$ cat config.mk
export PLATFORM = sky130hd
export DESIGN_NAME = lsu_ctrl
export DESIGN_NICKNAME = d
export VERILOG_FILES = /design/src/rtl/lsu_pkg.sv /design/src/rtl/lsu_extend.sv /design/src/rtl/lsu_ctrl.sv
export SDC_FILE = /design/constraint.sdc
export NUM_CORES = 1
export LEC_CHECK = 0
export CAP_MARGIN = 10
export CORE_AREA = 2 2 156 158
export CTS_CLUSTER_SIZE = 20
export DETAILED_ROUTE_END_ITERATION = 16
export DIE_AREA = 0 0 158 160
export GPL_TIMING_DRIVEN = 0
export PLACE_DENSITY_LB_ADDON = 0.12
export SYNTH_ARGS = -nofsm -noshare
export SYNTH_HDL_FRONTEND = slang
export SYNTH_HIERARCHICAL = 1
export SYNTH_SLANG_ARGS = --single-unit
$ cat constraint.sdc
create_clock -name clk -period 5.1 [get_ports clk]
set_input_delay 0.51 -clock clk [delete_from_list [all_inputs] [get_ports clk]]
set_output_delay 0.51 -clock clk [all_outputs]
set_load 0.1 [all_outputs]
$ cat src/rtl/lsu_pkg.sv
// Shared definitions for the load/store control stage.
//   - mem_mask one-hot size encodings (MASK_D/W/H/B)
//   - RV64 load/store funct3 encodings
//   - lsu_ctrl FSM state type
//   - small decode helpers: size mask, natural-alignment low-bit mask, legality
package lsu_pkg;

  localparam logic [3:0] MASK_D = 4'b0001;
  localparam logic [3:0] MASK_W = 4'b0010;
  localparam logic [3:0] MASK_H = 4'b0100;
  localparam logic [3:0] MASK_B = 4'b1000;

  localparam logic [2:0] F3_B   = 3'b000;
  localparam logic [2:0] F3_H   = 3'b001;
  localparam logic [2:0] F3_W   = 3'b010;
  localparam logic [2:0] F3_D   = 3'b011;
  localparam logic [2:0] F3_BU  = 3'b100;
  localparam logic [2:0] F3_HU  = 3'b101;
  localparam logic [2:0] F3_WU  = 3'b110;
  localparam logic [2:0] F3_ILL = 3'b111;

  typedef enum logic [1:0] {
    ST_IDLE,
    ST_ACCESS,
    ST_WAIT,
    ST_RESP
  } state_e;

  // funct3[1:0] -> one-hot mem_mask
  function automatic logic [3:0] size_mask(input logic [1:0] sz);
    case (sz)
      2'd0:    return MASK_B;
      2'd1:    return MASK_H;
      2'd2:    return MASK_W;
      default: return MASK_D;
    endcase
  endfunction

  // Address bits that must be zero for a naturally aligned access.
  function automatic logic [2:0] align_mask(input logic [1:0] sz);
    case (sz)
      2'd0:    return 3'b000;
      2'd1:    return 3'b001;
      2'd2:    return 3'b011;
      default: return 3'b111;
    endcase
  endfunction

  // Unsigned variants exist only for loads; 111 is never legal.
  function automatic logic f3_legal(input logic store, input logic [2:0] f3);
    return (f3 != F3_ILL) && !(store && f3[2]);
  endfunction

endpackage

$ cat src/rtl/lsu_extend.sv
// Combinational size/sign extension of right-justified load data.
//   funct3_i : load funct3 (bit 2 = unsigned, bits 1:0 = size)
//   rdata_i  : raw data from mem, right-justified
//   ext_o    : data sign- or zero-extended from bit 7/15/31, doubles unchanged
module lsu_extend
  import lsu_pkg::*;
#(
  parameter int XLEN = 64
) (
  input  logic [2:0]      funct3_i,
  input  logic [XLEN-1:0] rdata_i,
  output logic [XLEN-1:0] ext_o
);

  logic sgn_b, sgn_h, sgn_w;

  assign sgn_b = ~funct3_i[2] & rdata_i[7];
  assign sgn_h = ~funct3_i[2] & rdata_i[15];
  assign sgn_w = ~funct3_i[2] & rdata_i[31];

  always_comb begin
    ext_o = rdata_i;
    case (funct3_i[1:0])
      2'd0:    ext_o = {{(XLEN-8){sgn_b}},  rdata_i[7:0]};
      2'd1:    ext_o = {{(XLEN-16){sgn_h}}, rdata_i[15:0]};
      2'd2:    ext_o = {{(XLEN-32){sgn_w}}, rdata_i[31:0]};
      default: ext_o = rdata_i;
    endcase
  end

endmodule

$ cat src/rtl/lsu_ctrl.sv
// Load/store control stage between execute and the data memory.
// Accepts one request, issues a single-cycle access to mem, waits out the
// registered read latency for loads, and returns one response.
//   clk, rst_n           : clock, asynchronous active-low reset
//   req_*                : request handshake and payload from execute
//   mem_*                : access port to the data memory
//   resp_*               : response handshake, extended load data, error flag
// Optional feature macro: LSU_MISALIGN_CHECK_EN
//   defined   -> misaligned requests return resp_err without touching mem
//   undefined -> low address bits are cleared to natural alignment instead
module lsu_ctrl
  import lsu_pkg::*;
#(
  parameter int XLEN   = 64,
  parameter int RD_LAT = 1
) (
  input  logic            clk,
  input  logic            rst_n,
  input  logic            req_valid,
  output logic            req_ready,
  input  logic            req_store,
  input  logic [2:0]      req_funct3,
  input  logic [XLEN-1:0] req_addr,
  input  logic [XLEN-1:0] req_wdata,
  output logic            mem_ena,
  output logic            mem_wen,
  output logic [3:0]      mem_mask,
  output logic [XLEN-1:0] mem_addr,
  output logic [XLEN-1:0] mem_wdata,
  input  logic [XLEN-1:0] mem_rdata,
  output logic            resp_valid,
  input  logic            resp_ready,
  output logic [XLEN-1:0] resp_rdata,
  output logic            resp_err
);

  localparam int CNT_W = 3;

  state_e            state_q, state_d;
  logic              store_q, store_d;
  logic [2:0]        funct3_q, funct3_d;
  logic [XLEN-1:0]   addr_q, addr_d;
  logic [XLEN-1:0]   wdata_q, wdata_d;
  logic [XLEN-1:0]   rdata_q, rdata_d;
  logic              err_q, err_d;
  logic [CNT_W-1:0]  cnt_q, cnt_d;

  logic [2:0]        low_mask;
  logic              req_err;
  logic [XLEN-1:0]   req_addr_al;
  logic [XLEN-1:0]   ext_rdata;

  assign low_mask = align_mask(req_funct3[1:0]);

`ifdef LSU_MISALIGN_CHECK_EN
  logic req_misalign;
  assign req_misalign = |(req_addr[2:0] & low_mask);
  assign req_err      = !f3_legal(req_store, req_funct3) || req_misalign;
  assign req_addr_al  = req_addr;
`else
  assign req_err      = !f3_legal(req_store, req_funct3);
  assign req_addr_al  = {req_addr[XLEN-1:3], req_addr[2:0] & ~low_mask};
`endif

  lsu_extend #(
    .XLEN (XLEN)
  ) u_extend (
    .funct3_i (funct3_q),
    .rdata_i  (mem_rdata),
    .ext_o    (ext_rdata)
  );

  always_ff @(posedge clk or negedge rst_n) begin
    if (!rst_n) begin
      state_q  <= ST_IDLE;
      store_q  <= 1'b0;
      funct3_q <= '0;
      addr_q   <= '0;
      wdata_q  <= '0;
      rdata_q  <= '0;
      err_q    <= 1'b0;
      cnt_q    <= '0;
    end else begin
      state_q  <= state_d;
      store_q  <= store_d;
      funct3_q <= funct3_d;
      addr_q   <= addr_d;
      wdata_q  <= wdata_d;
      rdata_q  <= rdata_d;
      err_q    <= err_d;
      cnt_q    <= cnt_d;
    end
  end

  always_comb begin
    state_d    = state_q;
    store_d    = store_q;
    funct3_d   = funct3_q;
    addr_d     = addr_q;
    wdata_d    = wdata_q;
    rdata_d    = rdata_q;
    err_d      = err_q;
    cnt_d      = cnt_q;
    req_ready  = 1'b0;
    mem_ena    = 1'b0;
    mem_wen    = 1'b0;
    mem_mask   = '0;
    mem_addr   = '0;
    mem_wdata  = '0;
    resp_valid = 1'b0;

    case (state_q)
      ST_IDLE: begin
        req_ready = 1'b1;
        if (req_valid) begin
          store_d  = req_store;
          funct3_d = req_funct3;
          addr_d   = req_addr_al;
          wdata_d  = req_wdata;
          rdata_d  = '0;
          err_d    = req_err;
          // Errors skip mem entirely and answer straight away.
          state_d  = req_err ? ST_RESP : ST_ACCESS;
        end
      end
      ST_ACCESS: begin
        mem_ena   = 1'b1;
        mem_wen   = store_q;
        mem_addr  = addr_q;
        mem_mask  = size_mask(funct3_q[1:0]);
        mem_wdata = wdata_q << {addr_q[2:0], 3'b000};
        if (store_q) begin
          state_d = ST_RESP;
        end else begin
          cnt_d   = CNT_W'(RD_LAT - 1);
          state_d = ST_WAIT;
        end
      end
      ST_WAIT: begin
        if (cnt_q == '0) begin
          rdata_d = ext_rdata;
          state_d = ST_RESP;
        end else begin
          cnt_d = cnt_q - CNT_W'(1);
        end
      end
      ST_RESP: begin
        resp_valid = 1'b1;
        if (resp_ready) begin
          state_d = ST_IDLE;
        end
      end
      default: state_d = ST_IDLE;
    endcase
  end

  assign resp_rdata = rdata_q;
  assign resp_err   = err_q;

endmodule
==> key figures, run 1 <==
STA
  – Worst hold slack: -0.03333 ns
  – Setup ws final: 0.5252 ns
  – Final Skew: 0.008356 ns
  – Worst slew pin tran: 1.091 ns
  – RSZ-0062 raised after global routing: false
  – Min Tclk post-route: 4.575 ns
  – Final slew viol count: 0
  – Slew margin rel.: 27.06%
  – Max Clock Freq: 218.6 MHz
  – Fin. Hold Viols: 17
  – Period Utilization, post-route: 89.70%
  – Final setup viols: 0

Place
  – I/O Buffers: 393
  – GPL Wtd Cong: 0.9529
  – DP HPWL: 26860 um
  – Dpl ws: 1.054 ns

Drt
  – Router iterations before antenna repair: 6
  – Vias: 9453
  – 1st-iter DRT viols: 516
  – DRT Wirelength: 35950 um
  – # DRC: 0
  – Vias per cell: 5.442
  – Final antenna-violating net count: 0
  – DR WL/cell: 20.70 um

Floorplan
  – Row count: 57
  – Die X-Extent: 158 um
  – Chip height: 160 um
  – Core region area: 23820 um^2
  – I/O pin total: 401
  – Full die area: 25280 um^2
  – Initial Util: 45.34%

Outcome
  – Status: finished, violations left
  – Failing checks: hold timing

Clock network
  – Worst-Skew Late Latency: 0.51 ns
  – Clock Tree Root: clkbuf_16
  – Clock Tree Buf Depth: 3
  – PostCTS Resize Cnt: 0
  – TritonCTS clock tree: done
  – CTS Hold Buffers Added: 0
  – H-Tree Depth: 1
  – Clock sinks: 202
  – Number of buffers created by CTS: 24
  – Post-CTS Setup Inserts: 0
  – Worst-path clk slew: 0.06 ns

Layout
  – Syn-to-layout area delta: 47.78%
  – Commonest non-fill, non-tap cell in the layout: clkdlybuf4s50_1
  – Layout cell share with drive strength beyond 1: 12.43%
  – FILL cells: 1949
  – Commonest cells after routing, fill and taps aside: clkdlybuf4s50_1 (392), dfrtp_1 (202), mux2_1 (100), a22o_1 (69), and2_1 (65)
  – NumNets Final: 1596

Global route
  – First-pass GRT wire length: 54990 um
  – Total Routing Usage GR: 28.01%
  – Initial antenna violation count: 5
  – Total gr overflow: 0
  – Largest net degree at the start of global routing: 118
  – Vias in the first global route: 9604

Synthesis
  – Post-Syn Instances: 970
  – Synth Area in Adders: 0.6951%
  – Main combinational cell family by area after synthesis: multiplexers
  – Synth Area in Compound Gates: 14.92%
  – Post-Synth XOR/XNOR Area: 0%
  – Synth warnings: 6
  – Mapped Area: 10800 um^2
  – FF+latch count, synth: 202
  – Mux share of post-synthesis cell area: 19.71%
  – Seq/Total Area, Yosys: 46.80%
  – Dominant synthesized flop cell: dfrtp_1
  – Post-synthesis simple-gate area fraction: 11.01%
  – Post-Syn Nets: 1176
  – Count of cell types in the netlist: 46
  – Post-synth EDFFs: 0
  – Syn avg cell area: 11.13 um^2
  – Asr flop ratio synth: 100.0%

Setup path
  – R2R Path Start: state_q[0]
  – CP endpoint kind: output port
  – CP required: 4.59 ns
  – Setup Crit Path Kind: flip-flop to output port
  – Arr. time, crit path: 4.06 ns
  – CP max FO: 10
  – R2R depth: 6
  – FF-to-FF End: resp_rdata[54]
  – Reg-to-reg slack, setup: 3.17 ns
  – Slowest CP cell: clkdlybuf4s50_1
  – Worst Setup SP: state_q[1]
  – Worst-path cell chain: inv_1 -> ha_1 -> buf_2 -> clkbuf_1 -> nand2_1 -> o22ai_1 -> clkdlybuf4s50_1
  – Kind of start point of the critical path: flip-flop
  – Crit path largest cell delay: 1.20 ns
  – Setup crit end: mem_wdata[46]

Flow run
  – MaxCap Viol Count: 0

Min path
  – Min-delay worst type: input port to asynchronous set/reset pin
worst min path at each step:
stage | slack [ns] | end | startpoint
5_1_grt | 0.03 | addr_q[9] | rst_n
6_report | -0.03 | addr_q[8] | rst_n
3_5_place_dp | 0.47 | addr_q[23] | addr_q[23]
2_1_floorplan | 0.21 | addr_q[0] | rst_n
4_1_cts | 0.01 | addr_q[8] | rst_n
3_3_place_gp | 0.47 | resp_err | resp_err
worst max-delay path, delay by kind of cell, from the launching register on:
family / cells / cell delay, ns
AOI/OAI and AO/OA: 1 / 0.41
adders and majority gates: 1 / 0.16
DFF: 1 / 0.42
and+or+nand+nor: 1 / 0.44
buffers and inverters: 4 / 2.12
synthesized netlist by cell type, drive strengths merged (9+ instances only):
cell,number,area (um^2)
nor3,13,65.06
o21ai,71,366.6
dfrtp,202,5055
a22o,69,604.3
nor2,37,148.9
nand2,58,220.2
o22ai,9,56.30
o211ai,33,247.7
inv,15,56.30
mux2i,33,330.3
clkbuf,25,93.84
mux2,153,1798
buf,72,591.8
nor2b,10,62.56
and2,65,406.6
a21oi,31,158.9
a211oi,9,67.56
nand3,34,170.2
state kept, by name, indices dropped and copies added, names as in the netlist:
signal      flops
funct3_q        3
store_q         1
state_q         2
addr_q         64
wdata_q        64
cnt_q           3
resp_rdata     64
resp_err        1
final cells by class:
cell class / count / area [um^2] / share of cell area [%]
diodes: 5 / 12.51 / 0.07839
plain buffers: 97 / 685.7 / 4.296
clock buffers: 34 / 719.4 / 4.508
clock inverters: 10 / 56.30 / 0.3528
inverters: 15 / 56.30 / 0.3528
multi-input cells: 656 / 5004 / 31.35
flip-flops and latches: 202 / 5055 / 31.67
well taps: 324 / 405.4 / 2.540
repair buffers: 394 / 3966 / 24.85
cell families (layout without fill, tap and decap cells):
| family | count (synthesis) | in the layout |
|---|---|---|
| AO/OA/AOI/OAI | 234 | 234 |
| multiplexers | 186 | 186 |
| other | 0 | 5 |
| flip-flops | 202 | 202 |
| buffers and inverters | 112 | 550 |
| AND/OR/NAND/NOR | 230 | 230 |
| adder cells (fa/ha/maj) | 6 | 6 |
metal layers:
metal	up-vias	share of wire, %	global-route usage [%]
met3	80	8.6	6.323
met5	-	0	0
li1	4321	-	-
met4	0	3.3	10.52
met2	444	49	47.09
met1	4608	39	35.12
stage by stage:
stage | hold slack (ns) | utilization (%) | cells | area [um^2] | setup TNS, ns
2_1_floorplan | 0.2144 | - | 970 | 10800 | 0
3_3_place_gp | 0.4650 | 63.56 | 1687 | 15140 | -1070.37
3_5_place_dp | 0.4726 | 63.69 | 1688 | 15170 | 0
4_1_cts | 0.01200 | 66.95 | 1732 | 15950 | 0
5_1_grt | 0.03359 | 66.99 | 1736 | 15960 | 0
6_report | -0.03333 | 67.00 | 1737 | 15960 | 0
Power of run 1 is left out: the tool's default activity adds up to more than one toggle a clock period on the data nets, which glitch-free logic cannot reach.
==> inputs of run 2 (changes only) <==
CORE_AREA = 2 2 157 159   (was 2 2 156 158)
DIE_AREA = 0 0 159 161   (was 0 0 158 160)
DONT_BUFFER_PORTS = 1   (was default)
==> run 2 against run 1 <==
The flow still finishes with violations (hold timing). Clock skew rose by 0.0042 ns. Sequential share of layout area is 8.2 points higher. Setup slack got worse by 0.45 ns. Cell area fell by 20%. First-iteration DRC count grew 8.3%. Hold slack lost 0.27 ns. Via count is 17% lower. Highest routed layer unchanged.
==> key figures, run 2 (synthesized netlist as in run 1, its figures left out) <==
Clock network
  – TritonCTS clock tree: done
  – Worst-path clk slew: 0.06 ns
  – H-Tree Depth: 1
  – Clock Tree Buf Depth: 3
  – Clock sinks: 202
  – PostCTS Resize Cnt: 0
  – Worst-Skew Late Latency: 0.51 ns
  – Number of buffers created by CTS: 24
  – Clock Tree Root: clkbuf_16

Layout
  – Commonest non-fill, non-tap cell in the layout: dfrtp_1
  – NumNets Final: 1215
  – Syn-to-layout area delta: 17.50%
  – Commonest cells after routing, fill and taps aside: dfrtp_1 (202), mux2_1 (100), a22o_1 (69), and2_1 (65), nand2_1 (57)
  – Layout cell share with drive strength beyond 1: 24.24%
  – Finished layout cell area: 12690 um^2

STA
  – Max Clock Freq: 199.0 MHz
  – Worst slew pin tran: 1.272 ns
  – Final setup viols: 0
  – Worst hold slack: -0.3080 ns
  – Period Utilization, post-route: 98.51%
  – RSZ-0062 raised after global routing: true
  – Fin. Hold Viols: 202
  – Slew margin rel.: 15.23%
  – Final slew viol count: 0
  – Final Skew: 0.01255 ns
  – Min Tclk post-route: 5.024 ns

Setup path
  – Worst Setup SP: state_q[1]
  – CP required: 4.59 ns
  – Setup Crit Path Kind: flip-flop to output port
  – CP max FO: 10
  – CP endpoint kind: output port
  – R2R Path Start: state_q[1]
  – Kind of start point of the critical path: flip-flop
  – Setup crit end: mem_wdata[46]
  – R2R depth: 8
  – Reg-to-reg slack, setup: 1.82 ns
  – FF-to-FF End: cnt_q[2]
  – Arr. time, crit path: 4.51 ns

Global route
  – Total gr overflow: 0
  – Total Routing Usage GR: 25.92%
  – Vias in the first global route: 8239
  – Initial antenna violation count: 5
  – First-pass GRT wire length: 51350 um
  – Largest net degree at the start of global routing: 203

Flow run
  – MaxCap Viol Count: 0

Floorplan
  – Die X-Extent: 159 um
  – I/O pin total: 401
  – Initial Util: 45.07%
  – Full die area: 25600 um^2
  – Row count: 57
  – Core region area: 23960 um^2
  – Chip height: 161 um

Drt
  – DR WL/cell: 25.08 um
  – Router iterations before antenna repair: 5
  – Vias per cell: 5.776
  – 1st-iter DRT viols: 559
  – # DRC: 0
  – DRT Wirelength: 33910 um
  – Final antenna-violating net count: 0
  – Vias: 7809

Place
  – Placed cell area: 11840 um^2
  – GPL Wtd Cong: 0.9732
  – DP HPWL: 25400 um
  – I/O Buffers: 0

Outcome
  – Status: finished, violations left
  – Failing checks: hold timing

Min path
  – Min-delay worst type: input port to asynchronous set/reset pin
## run 2: metal layers
layer	wire, um	global-route usage (%)	vias to the layer above	part of all wire [%]
li1	-	-	3539	-
met1	13490	32.00	3860	40
met2	16630	43.81	340	49
met3	2555	7.139	70	7.5
met4	1239	9.421	0	3.7
met5	0	0	-	0
## run 2: timing repair
item	CTS	global route
gates cloned	0	0
endpoints found under the setup margin	1	8
hold endpoints to repair	202	202
buffers inserted	0	0
pin swaps	0	0
## run 2: final cells by class
class                      count  area [um^2]
fill                        2175        11270
multi-input combinational    656         5338
sequential                   202         5055
clock buffer                  34        719.4
buffer                        97        685.7
tap                          324        405.4
timing repair buffer          13        334.1
clock inverter                 6        85.08
inverter                      15        56.30
antenna                        5        12.51
## run 2: worst min-delay path by stage
stage                        to  slack, ns  cells after the start
floorplan             addr_q[0]       0.21                      0
global placement    wdata_q[58]       0.22                      0
detailed placement  wdata_q[58]       0.22                      0
CTS                 wdata_q[45]      -0.33                      0
global route        wdata_q[43]      -0.33                      0
finish               addr_q[10]      -0.31                      0
## run 2: through the flow
stage | instances | setup TNS (ns) | setup slack, ns | hold slack [ns] | util [%]
global route | 1351 | -0.9587 | -0.1598 | -0.3303 | 52.95
finish | 1352 | 0 | 0.07607 | -0.3080 | 52.96
global placement | 1294 | -1.630 | -0.2831 | 0.2194 | 46.76
CTS | 1345 | -0.01402 | -0.01402 | -0.3321 | 52.78
floorplan | 970 | 0 | 0.3675 | 0.2144 | -
detailed placement | 1305 | 0 | 0.5351 | 0.2209 | 49.42
## run 2: critical path: stages, from the launching register on
cell	delay, ns
dfrtp_1	0.42
inv_1	0.09
ha_1	0.82
buf_2	0.41
clkbuf_1	0.61
nand2_1	0.54
o22ai_2	1.10
Power of run 2 is left out for the same reason.
